`config.mk`:
```
export PLATFORM = sky130hd
export DESIGN_NAME = sgn_div_seq
export DESIGN_NICKNAME = d
export VERILOG_FILES = /design/src/rtl/sgn_div_pkg.sv /design/src/rtl/sgn_div_step.sv /design/src/rtl/sgn_div_seq.sv
export SDC_FILE = /design/constraint.sdc
export NUM_CORES = 1
export LEC_CHECK = 0
export ABC_CLOCK_PERIOD_IN_PS = 2100
export CORE_MARGIN = 5
export CORE_UTILIZATION = 51
export DETAILED_ROUTE_END_ITERATION = 16
export PLACE_DENSITY = 0.76
export SLEW_MARGIN = 20
export SYNTH_ARGS = -nofsm -noshare
export SYNTH_HDL_FRONTEND = slang
export SYNTH_SLANG_ARGS = --single-unit
```
`constraint.sdc`:
```
create_clock -name clk -period 2.1 [get_ports clk]
set_input_delay 0.42 -clock clk [delete_from_list [all_inputs] [get_ports clk]]
set_output_delay 0.42 -clock clk [all_outputs]
set_load 0.05 [all_outputs]
```
`src/rtl/sgn_div_pkg.sv`:
```
// Shared types and constants for the signed sequential divider.
package sgn_div_pkg;

   typedef enum logic [1:0] {
      IDLE = 2'd0,
      RUN  = 2'd1,
      DONE = 2'd2
   } state_t;

   localparam int DEF_BW    = 8;
   localparam int DEF_CNT_W = $clog2(DEF_BW);

   function automatic int cnt_width(input int bw);
      return $clog2(bw);
   endfunction

   // Most-negative two's complement value of a bw-bit word, right-aligned.
   function automatic logic [63:0] most_neg(input int bw);
      return 64'd1 << (bw - 1);
   endfunction

endpackage

```
`src/rtl/sgn_div_step.sv`:
```
// One restoring division iteration on unsigned magnitudes.
module sgn_div_step #(
   parameter int BW = 8
) (
   input  logic [BW:0]   rem_in,
   input  logic [BW-1:0] dvsr,
   input  logic          dbit,
   output logic [BW:0]   rem_out,
   output logic          qbit
);

   logic [BW+1:0] shifted;
   logic [BW+1:0] diff;

   // A borrow out of the trial subtraction shows up as a set sign bit.
   always_comb begin
      shifted = {rem_in, dbit};
      diff    = shifted - {2'b00, dvsr};
      qbit    = ~diff[BW+1];
      rem_out = qbit ? diff[BW:0] : shifted[BW:0];
   end

endmodule

```
`src/rtl/sgn_div_seq.sv`:
```
// Signed radix-2 restoring divider with valid/ready handshakes on both sides.
module sgn_div_seq
   import sgn_div_pkg::*;
#(
   parameter int BW = 8
) (
   input  logic          clk,
   input  logic          rst_n,
   input  logic          in_valid,
   output logic          in_ready,
   input  logic [BW-1:0] dividend,
   input  logic [BW-1:0] divisor,
   output logic          out_valid,
   input  logic          out_ready,
   output logic [BW-1:0] quotient,
   output logic [BW-1:0] remainder,
   output logic          div_zero,
   output logic          overflow
);

   localparam int            CW       = cnt_width(BW);
   localparam logic [63:0]   MIN_WIDE = most_neg(BW);
   localparam logic [BW-1:0] MIN_VAL  = MIN_WIDE[BW-1:0];

   state_t        state, state_nx;
   logic [CW-1:0] cnt;
   logic          fin;
   logic [BW-1:0] dvd_mag, dvs_mag, dvd_raw, qacc;
   logic [BW:0]   prem, step_rem;
   logic          step_q;
   logic          sign_q, sign_r, dz_pend, ov_pend;

   function automatic logic [BW-1:0] mag(input logic [BW-1:0] v);
      return v[BW-1] ? -v : v;
   endfunction

   sgn_div_step #(.BW(BW)) u_step (
      .rem_in  (prem),
      .dvsr    (dvs_mag),
      .dbit    (dvd_mag[BW-1]),
      .rem_out (step_rem),
      .qbit    (step_q)
   );

   always_ff @(posedge clk or negedge rst_n) begin
      if (!rst_n) state <= IDLE;
      else        state <= state_nx;
   end

   always_comb begin
      state_nx  = state;
      in_ready  = 1'b0;
      out_valid = 1'b0;
      case (state)
         IDLE: begin
            in_ready = 1'b1;
            if (in_valid) state_nx = RUN;
         end
         RUN: begin
            if (fin) state_nx = DONE;
         end
         DONE: begin
            out_valid = 1'b1;
            if (out_ready) state_nx = IDLE;
         end
         default: state_nx = IDLE;
      endcase
   end

   // RUN spends BW edges iterating, then one more edge (fin set) on the sign fixup.
   always_ff @(posedge clk or negedge rst_n) begin
      if (!rst_n) begin
         cnt       <= '0;
         fin       <= 1'b0;
         dvd_mag   <= '0;
         dvs_mag   <= '0;
         dvd_raw   <= '0;
         qacc      <= '0;
         prem      <= '0;
         sign_q    <= 1'b0;
         sign_r    <= 1'b0;
         dz_pend   <= 1'b0;
         ov_pend   <= 1'b0;
         quotient  <= '0;
         remainder <= '0;
         div_zero  <= 1'b0;
         overflow  <= 1'b0;
      end else begin
         case (state)
            IDLE: begin
               if (in_valid) begin
                  dvd_mag <= mag(dividend);
                  dvs_mag <= mag(divisor);
                  dvd_raw <= dividend;
                  sign_q  <= dividend[BW-1] ^ divisor[BW-1];
                  sign_r  <= dividend[BW-1];
                  dz_pend <= (divisor == '0);
                  ov_pend <= (dividend == MIN_VAL) && (divisor == '1);
                  prem    <= '0;
                  qacc    <= '0;
                  cnt     <= CW'(BW - 1);
                  fin     <= 1'b0;
               end
            end
            RUN: begin
               if (!fin) begin
                  prem    <= step_rem;
                  qacc    <= {qacc[BW-2:0], step_q};
                  dvd_mag <= {dvd_mag[BW-2:0], 1'b0};
                  if (cnt == '0) fin <= 1'b1;
                  else           cnt <= cnt - CW'(1);
               end else if (dz_pend) begin
                  quotient  <= '1;
                  remainder <= dvd_raw;
                  div_zero  <= 1'b1;
                  overflow  <= 1'b0;
               end else if (ov_pend) begin
                  quotient  <= MIN_VAL;
                  remainder <= '0;
                  div_zero  <= 1'b0;
                  overflow  <= 1'b1;
               end else begin
                  quotient  <= sign_q ? -qacc : qacc;
                  remainder <= sign_r ? -prem[BW-1:0] : prem[BW-1:0];
                  div_zero  <= 1'b0;
                  overflow  <= 1'b0;
               end
            end
            default: ;
         endcase
      end
   end

endmodule

```
# After elaboration in Yosys (flattened, before gate mapping)
# Cells that the tools add are included.
# totals
elab_cells	79
in_bits	20
reg_bits	69
# classes
addsub	6
muxes	35
bitwise	2
n_reduce_logical	11
eq_ne	9
# op_table
op	count
8-bit two-way mux	12
8-bit negator	4
8-bit case mux with 2 select lines	2
9-bit two-way mux	3
9-bit case mux with 2 select lines	1
8-bit == test, second input constant	2
2-bit != test, second input constant	5
10-bit by 8-bit subtractor with 10-bit output	1
3-bit two-way mux	3
8-bit zero test	1
1-bit two-way mux	8
2-bit two-way mux	3
2-bit case mux with 3 select lines	1
3-bit case mux with 2 select lines	1
2-bit AND reduction	3
3-bit AND reduction	2
4-bit AND reduction	1
3-bit zero test	1
3-bit by 1-bit subtractor with 3-bit output, second input constant	1
2-bit by 1-bit == test with 1-bit output, second input constant	1
2-bit == test, second input constant	1
2-bit zero test	1
1-bit case mux with 2 select lines	1
2-bit nonzero test	1
3 further kinds	3

# Depth between registers and ports, before layout
# Gate-level depths: netlist of run 1.
# depth
word_depth	4
mapped_depth	10
ltp_nobuf	10

# By module
# From an unflattened synthesis of run 1, not the netlist that was laid out.
# unflattened
cells_unflattened	461
hier_area_um2	4028.9
# modules_own_cells
mod	cells_each	n_inst	area_each_um2	seq_area_each_um2
sgn_div_seq	389	1	3463.3	1701.6
sgn_div_step	72	1	565.5	0.0

# Worst setup path after synthesis of run 1
# Ideal clock, no wire load.
# synth_timing
path_type	register to register
start	reg prem[5]
end	reg prem[1]
t_required_ps	1958
slack_ps	14
arrival_time_ps	1944
period_less_slack_ps	2086
path_buffers	1
path_stages_with_launch	9
setup_ps	142
path_cell_list	dfrtp_1 ha_1 a21o_1 a221oi_2 a21boi_2 xnor2_2 buf_6 mux2i_1 o22ai_1
# synth_between
elab_chain_cells	4
# synth_rtl
item	line	text
from (decl)	sgn_div_seq.sv:29	logic [BW:0] prem, step_rem;
from (signal assigned)	sgn_div_seq.sv:107	prem <= step_rem;
10-bit by 8-bit subtractor with 10-bit output	sgn_div_step.sv:18	diff = shifted - {2'b00, dvsr};
9-bit two-way mux	sgn_div_step.sv:20	rem_out = qbit ? diff[BW:0] : shifted[BW:0];
9-bit two-way mux	sgn_div_seq.sv:106	if (!fin) begin
9-bit case mux with 2 select lines	sgn_div_seq.sv:89	case (state)
# Every way passes these cells. The select of a mux whose other input is x is not followed.
# A chain may end at the register's enable or synchronous reset.

# Worst setup path in the final report of run 1
# layout_timing
start	reg dvs_mag[4]
end	reg prem[4]
# layout_between
elab_chain_cells	4
# layout_rtl
item	line	text
from (decl)	sgn_div_seq.sv:28	logic [BW-1:0] dvd_mag, dvs_mag, dvd_raw, qacc;
from (signal assigned)	sgn_div_seq.sv:93	dvs_mag <= mag(divisor);
10-bit by 8-bit subtractor with 10-bit output	sgn_div_step.sv:18	
9-bit two-way mux	sgn_div_step.sv:20	
9-bit two-way mux	sgn_div_seq.sv:106	
9-bit case mux with 2 select lines	sgn_div_seq.sv:89	
# Every way passes these cells. The select of a mux whose other input is x is not followed.

==> flow_metrics.env, run 1 <==
export IMPL_outcome="complete, but fails checks"
export IMPL_violations="setup timing"
export IMPL_drt_iter0_drc=214
export IMPL_cts_tree="yes"
export IMPL_dp_cells=589
export IMPL_clock_sinks=68
export IMPL_max_clock_freq_ghz=0.455
export IMPL_wl_met3_um=558
export IMPL_antenna_left=0
export IMPL_ir_worst_vdd_uv=632
export IMPL_drv_cap=0
export IMPL_synth_edf_count=0
export IMPL_cts_hold_buf=0
export IMPL_cp_max_fo=5
export IMPL_cp_arrival_ns=2.41
export IMPL_drive_gt1_share_pct=16.7
export IMPL_yosysMostFrequentCell="nand2_1"
export IMPL_synth_area_leader_cell="dfrtp_1"
export IMPL_drt_total_wl_um=9320
export IMPL_syn_area_per_cell_um2=8.82
export IMPL_hold_ws_ns=0.0731
export IMPL_antenna_found_initial=0
export IMPL_die_w_um=96.6
export IMPL_clock_latency_ns=0.35
export IMPL_yosys_warnings=0
export IMPL_n_antenna_cell=0
export IMPL_yosysTopAreaCellShare_pct=44.5
export IMPL_grtUsageTotal_pct=21.3
export IMPL_end_kind="flip-flop"
export IMPL_crit_type="flip-flop to flip-flop"
export IMPL_synth_commonest_cells="94 x nand2_1, 68 x dfrtp_1, 46 x o21ai_0, 23 x inv_1, 22 x a21oi_1"
export IMPL_num_rows=31
export IMPL_synth_seq_area_share_pct=44.5
export IMPL_synth_cell_types=52
export IMPL_hpwl_um=6680
export IMPL_finalHoldViolCount=0
export IMPL_synth_area_leaders="dfrtp_1 45%, nand2_1 9.2%, o21ai_0 6.0%"
export IMPL_finalSetupViolations=8
export IMPL_die_area_um2=9320
export IMPL_grt_start_max_net_pins=69
export IMPL_globalplace_congestion=0.873
export IMPL_grt_pass1_vias=3208
export IMPL_synth_area_um2=3820
export IMPL_async_flop_share_pct=100
export IMPL_start_util_pct=52.4
export IMPL_vias=3330
export IMPL_grt_first_pass_wirelength_um=15200
export IMPL_dr_wl_met2_um=4370
export IMPL_synth_seq_cells=68
export IMPL_cp_start_kind="flip-flop"
export IMPL_place_ws_ns=-0.0938
export IMPL_post_route_drc_count=0
export IMPL_final_cells=608
export IMPL_syn_nets=469
export IMPL_period_share_pct=105
export IMPL_met1_length_um=4130
export IMPL_top_layer="met4"
export IMPL_wl_per_cell_um=15.3
export IMPL_setup_tns_ns=-0.473
export IMPL_fin_nets=540
export IMPL_hold_class="input pin to async pin"
export IMPL_cts_made_buffers=9
export IMPL_power_density_nw_per_um2=1830
export IMPL_skew_ns=0.00883
export IMPL_h_tree_depth=3
export IMPL_crit_required_ns=2.31
export IMPL_tightest_slew_ns=0.509
export IMPL_fin_crit_ns=2.20
export IMPL_die_height_um=96.6
export IMPL_firstDrtPassIters=5
export IMPL_leakage_nw=2.25
export IMPL_grt_ovfl_total=0
export IMPL_vias_per_cell=5.48
export IMPL_synthCells=433
export IMPL_ctsLongestPathBuffers=2
export IMPL_area_growth_pct=27.8
export IMPL_ys_flop_type="dfrtp_1"
export IMPL_clock_root_buffer="clkbuf_8"
export IMPL_core_area_um2=7290
export IMPL_clk_pin_slew_worst_paths_ns=0.07
export IMPL_rsz0062_at_grt="yes"
export IMPL_place_area_um2=4550
export IMPL_drv_slew=0
export IMPL_port_buffers=39
export IMPL_slew_headroom_pct=66.0
export IMPL_design_area_um2=4880
export IMPL_fin_ws_ns=-0.0986
export IMPL_ios=40
## critical path: stages (launching register included)
cell	delay (ns)
dfrtp_1	0.38
inv_1	0.11
ha_4	0.21
a21o_2	0.20
a221oi_2	0.26
a21boi_4	0.25
buf_12	0.13
xnor2_4	0.15
mux2i_2	0.26
o21ai_1	0.12
## sequential cells by signal (all words and copies together) (netlist names)
signal,flops
fin,1
state,2
dvd_mag,8
quotient,8
ov_pend,1
dvd_raw,8
remainder,8
dvs_mag,8
sign_q,1
prem,9
cnt,3
qacc,8
overflow,1
div_zero,1
dz_pend,1
## power breakdown
group,leakage (nW),switching (W),internal [W]
logic,1.29,0.00301,0.00251
clock network,0.0927,0.000502,0.000548
registers,0.867,0.000490,0.00188
total,2.25,0.00400,0.00494
## cells in the final DEF (no fill, tap or decap), types with 6 or more instances in the layout
| cell type | Yosys | layout |
|---|---|---|
| a21oi_1 | 22 | 22 |
| buf_4 | 0 | 43 |
| clkbuf_8 | 0 | 9 |
| clkdlybuf4s50_1 | 0 | 36 |
| dfrtp_1 | 68 | 68 |
| ha_1 | 15 | 11 |
| inv_1 | 23 | 19 |
| mux2i_1 | 9 | 8 |
| nand2_1 | 94 | 93 |
| nand2b_1 | 7 | 7 |
| nor2_1 | 19 | 19 |
| o21ai_0 | 46 | 46 |
| o31ai_1 | 6 | 6 |
| xnor2_1 | 18 | 18 |
| xor2_1 | 10 | 10 |
## area by class of cell
cell class / count / area (µm²)
fill: 604 / 2410
clock inverter: 6 / 63.8
tap: 99 / 124
inverter: 23 / 86.3
timing repair buffer: 82 / 728
multi-input combinational: 320 / 2050
clock buffer: 10 / 128
sequential: 68 / 1700
## what timing repair did
| action | 4_1_cts | 5_1_grt |
|---|---|---|
| gates resized for setup | 7 | 10 |
| pin swaps | 4 | 6 |
| setup endpoints to repair | 10 | 10 |
| cloned | 1 | 0 |
| setup buffers | 0 | 2 |
## metrics by stage
step	util [%]	total power, W
floorplan	-	0.00574
global placement	62.4	0.00709
detailed placement	62.4	0.00729
CTS	66.0	0.00859
global route	67.0	0.00963
finish	67.0	0.00894
## cells by family (layout without fill, tap and decap cells)
group / count (synthesis) / after routing / synth area share [%]
buf+inv: 46 / 121 / 4.78
xor+xnor: 29 / 30 / 6.84
mux: 11 / 11 / 3.05
fa+ha+maj: 16 / 16 / 5.44
simple gates: 151 / 151 / 17.2
flops: 68 / 68 / 44.5
compound gates: 112 / 112 / 18.2
## routing by layer
layer	track usage, %	vias to the layer above
met5	0	-
met4	7.94	0
met3	4.65	22
met2	33.2	99
met1	29.2	1590
li1	-	1619
## worst paths after layout
| kind | to | start | slack [ns] | cells after the start |
|---|---|---|---|---|
| max | prem[4]$_DFFE_PN0P_ | dvs_mag[4]$_DFFE_PN0P_ | -0.1 | 9 |
| min in group clk | cnt[0]$_DFFE_PN0P_ | cnt[0]$_DFFE_PN0P_ | 0.47 | 1 |
| min | cnt[0]$_DFFE_PN0P_ | rst_n | 0.07 | 2 |
| max in group asynchronous | dvs_mag[4]$_DFFE_PN0P_ | rst_n | 1.72 | 2 |
| max reg2reg | prem[4]$_DFFE_PN0P_ | dvs_mag[4]$_DFFE_PN0P_ | -0.1 | 9 |
| min reg2reg | cnt[0]$_DFFE_PN0P_ | cnt[0]$_DFFE_PN0P_ | 0.47 | 1 |
No activity file was read; power rests on OpenSTA's default activity.
==> inputs of run 2 (changes only) <==
Settings changed: CTS_CLUSTER_DIAMETER set to 40.
==> results of run 2 <==
Same layout as run 1: the final DEF is identical, and so are final timing and power.
==> inputs of run 3 (changes only) <==
Settings changed: CORE_UTILIZATION 51 to 53, CTS_BUF_LIST set to sky130_fd_sc_hd__clkbuf_2 sky130_fd_sc_hd__clkbuf_4 sky130_fd_sc_hd__clkbuf_8, PLACE_DENSITY 0.76 to 0.78.
==> run 3 against run 2 <==
Compared with the run above:
- wire length is essentially flat
- clock skew is 0.00064 ns higher
- largest power group unchanged
- the run still ends with setup timing left
- maximum frequency grew 1.0%
- largest cell class unchanged
- combinational power about the same
- first-iteration DRC count down 29%
==> flow_metrics.env, run 3 (synthesized netlist as in run 1, its figures left out) <==
export IMPL_firstDrtPassIters=4
export IMPL_crit_required_ns=2.31
export IMPL_crit_family="compound AO/OA/AOI/OAI gates"
export IMPL_ios=40
export IMPL_die_height_um=94.9
export IMPL_drv_slew=0
export IMPL_rsz0062_at_grt="yes"
export IMPL_vias_per_cell=5.45
export IMPL_crit_start="dvs_mag[4]$_DFFE_PN0P_"
export IMPL_final_common_cell="nand2_1"
export IMPL_hold_class="input pin to async pin"
export IMPL_core_area_um2=7140
export IMPL_grtUsageTotal_pct=22.1
export IMPL_power_frac_seq_pct=26.3
export IMPL_top_register="prem"
export IMPL_max_stage_delay_ns=0.40
export IMPL_cp_buffers_inverters=2
export IMPL_cp_max_fo=5
export IMPL_start_util_pct=53.5
export IMPL_area_growth_pct=28.1
export IMPL_drive_gt1_share_pct=16.9
export IMPL_cp_start_kind="flip-flop"
export IMPL_tightest_slew_ns=0.505
export IMPL_drt_total_wl_um=9320
export IMPL_max_clock_freq_ghz=0.460
export IMPL_fin_crit_ns=2.18
export IMPL_violations="setup timing"
export IMPL_clock_sinks=68
export IMPL_worstReg2RegStart="dvs_mag[4]$_DFFE_PN0P_"
export IMPL_cp_arrival_ns=2.39
export IMPL_cp_depth=9
export IMPL_n_antenna_cell=0
export IMPL_end_kind="flip-flop"
export IMPL_hpwl_um=6600
export IMPL_path_cells="inv_2 > ha_4 > a21o_2 > a221oi_2 > a21boi_4 > buf_12 > xnor2_4 > mux2i_1 > o21ai_1"
export IMPL_slew_headroom_pct=66.2
export IMPL_clk_pin_slew_worst_paths_ns=0.07
export IMPL_intPower_w=0.00500
export IMPL_period_share_pct=104
export IMPL_reg2reg_slack_ns=-0.08
export IMPL_antenna_found_initial=0
export IMPL_fin_util_pct=68.6
export IMPL_wl_per_cell_um=15.3
export IMPL_fin_nets=541
export IMPL_port_buffers=39
export IMPL_post_route_drc_count=0
export IMPL_p_switching_w=0.00399
export IMPL_clock_root_buffer="clkbuf_8"
export IMPL_cts_hold_buf=0
export IMPL_netSwitchingFraction_pct=44.4
export IMPL_vias=3314
export IMPL_dp_cells=588
export IMPL_die_area_um2=9010
export IMPL_drt_iter0_drc=153
export IMPL_layout_common_cells="93 x nand2_1, 68 x dfrtp_1, 44 x o21ai_0, 44 x buf_4, 36 x clkdlybuf4s50_1"
export IMPL_rr_worst_depth=9
export IMPL_ir_worst_vdd_uv=659
export IMPL_crit_type="flip-flop to flip-flop"
export IMPL_leakage_nw=2.27
export IMPL_power_density_nw_per_um2=1840
export IMPL_power_frac_comb_pct=61.4
export IMPL_r2r_end="prem[3]$_DFFE_PN0P_"
export IMPL_cts_made_buffers=9
export IMPL_ctsLongestPathBuffers=2
export IMPL_die_w_um=94.9
export IMPL_endpoint="prem[3]$_DFFE_PN0P_"
export IMPL_fin_ws_ns=-0.0761
export IMPL_drv_cap=0
export IMPL_grt_start_max_net_pins=69
export IMPL_antenna_left=0
export IMPL_skew_ns=0.00947
export IMPL_h_tree_depth=3
export IMPL_final_cells=608
export IMPL_clock_latency_ns=0.34
export IMPL_grt_pass1_vias=3330
export IMPL_finalSetupViolations=7
export IMPL_largest_reg_flops=9
export IMPL_num_rows=31
export IMPL_grt_first_pass_wirelength_um=15400
export IMPL_finalHoldViolCount=0
export IMPL_outcome="complete, but fails checks"
export IMPL_globalplace_congestion=0.866
export IMPL_cp_slowest_cell="dfrtp_1"
export IMPL_grt_ovfl_total=0
export IMPL_cts_tree="yes"
export IMPL_clock_power_share_pct=12.3
[run 3: metrics by stage]
step / hold WS, ns / cell area [µm²] / power (W) / setup TNS, ns / setup slack (ns)
after floorplan: 0.124 / 3820 / 0.00574 / 0 / 0.0143
after global placement: 0.455 / 4540 / 0.00707 / -0.0821 / -0.0409
after detailed placement: 0.470 / 4540 / 0.00730 / -0.754 / -0.131
after CTS: 0.0936 / 4820 / 0.00870 / -0.130 / -0.0441
after global routing: 0.105 / 4890 / 0.00963 / -1.30 / -0.190
final: 0.0707 / 4890 / 0.00899 / -0.283 / -0.0761
[run 3: cell type report]
type	instances	area, µm²
Sequential cell	68	1700
Timing Repair Buffer	83	736
Inverter	23	86.3
Fill cell	576	2240
Clock inverter	4	48.8
Tap cell	99	124
Multi-Input combinational cell	320	2050
Clock buffer	11	151
[run 3: worst min-delay path by stage]
stage	end	slack (ns)	depth (start not counted)
6_report	cnt[0]$_DFFE_PN0P_	0.07	2
3_3_place_gp	cnt[0]$_DFFE_PN0P_	0.45	1
4_1_cts	prem[6]$_DFFE_PN0P_	0.09	2
2_1_floorplan	cnt[0]$_DFFE_PN0P_	0.12	0
5_1_grt	prem[4]$_DFFE_PN0P_	0.10	2
3_5_place_dp	cnt[0]$_DFFE_PN0P_	0.47	2
[run 3: power groups by stage]
stage / logic [W] / clock network [W] / registers (W)
2_1_floorplan: 0.00302 / 0 / 0.00272
3_3_place_gp: 0.00477 / 0 / 0.00230
3_5_place_dp: 0.00496 / 0 / 0.00234
4_1_cts: 0.00523 / 0.00112 / 0.00234
5_1_grt: 0.00602 / 0.00118 / 0.00244
6_report: 0.00552 / 0.00111 / 0.00236
[run 3: layer usage]
| layer | track usage, % | part of all wire [%] | wire length [µm] |
|---|---|---|---|
| met3 | 3.90 | 5.2 | 487 |
| met5 | 0 | 0 | 0 |
| met4 | 11.2 | 2.6 | 240 |
| met2 | 35.4 | 48 | 4430 |
| met1 | 28.6 | 45 | 4160 |
[run 3: repair_timing]
item,in CTS,in global routing
resized for setup,12,6
pin swaps,5,9
endpoints found under the setup margin,9,9
hold endpoints to repair,0,0
cloned,1,0
buffers inserted,1,3
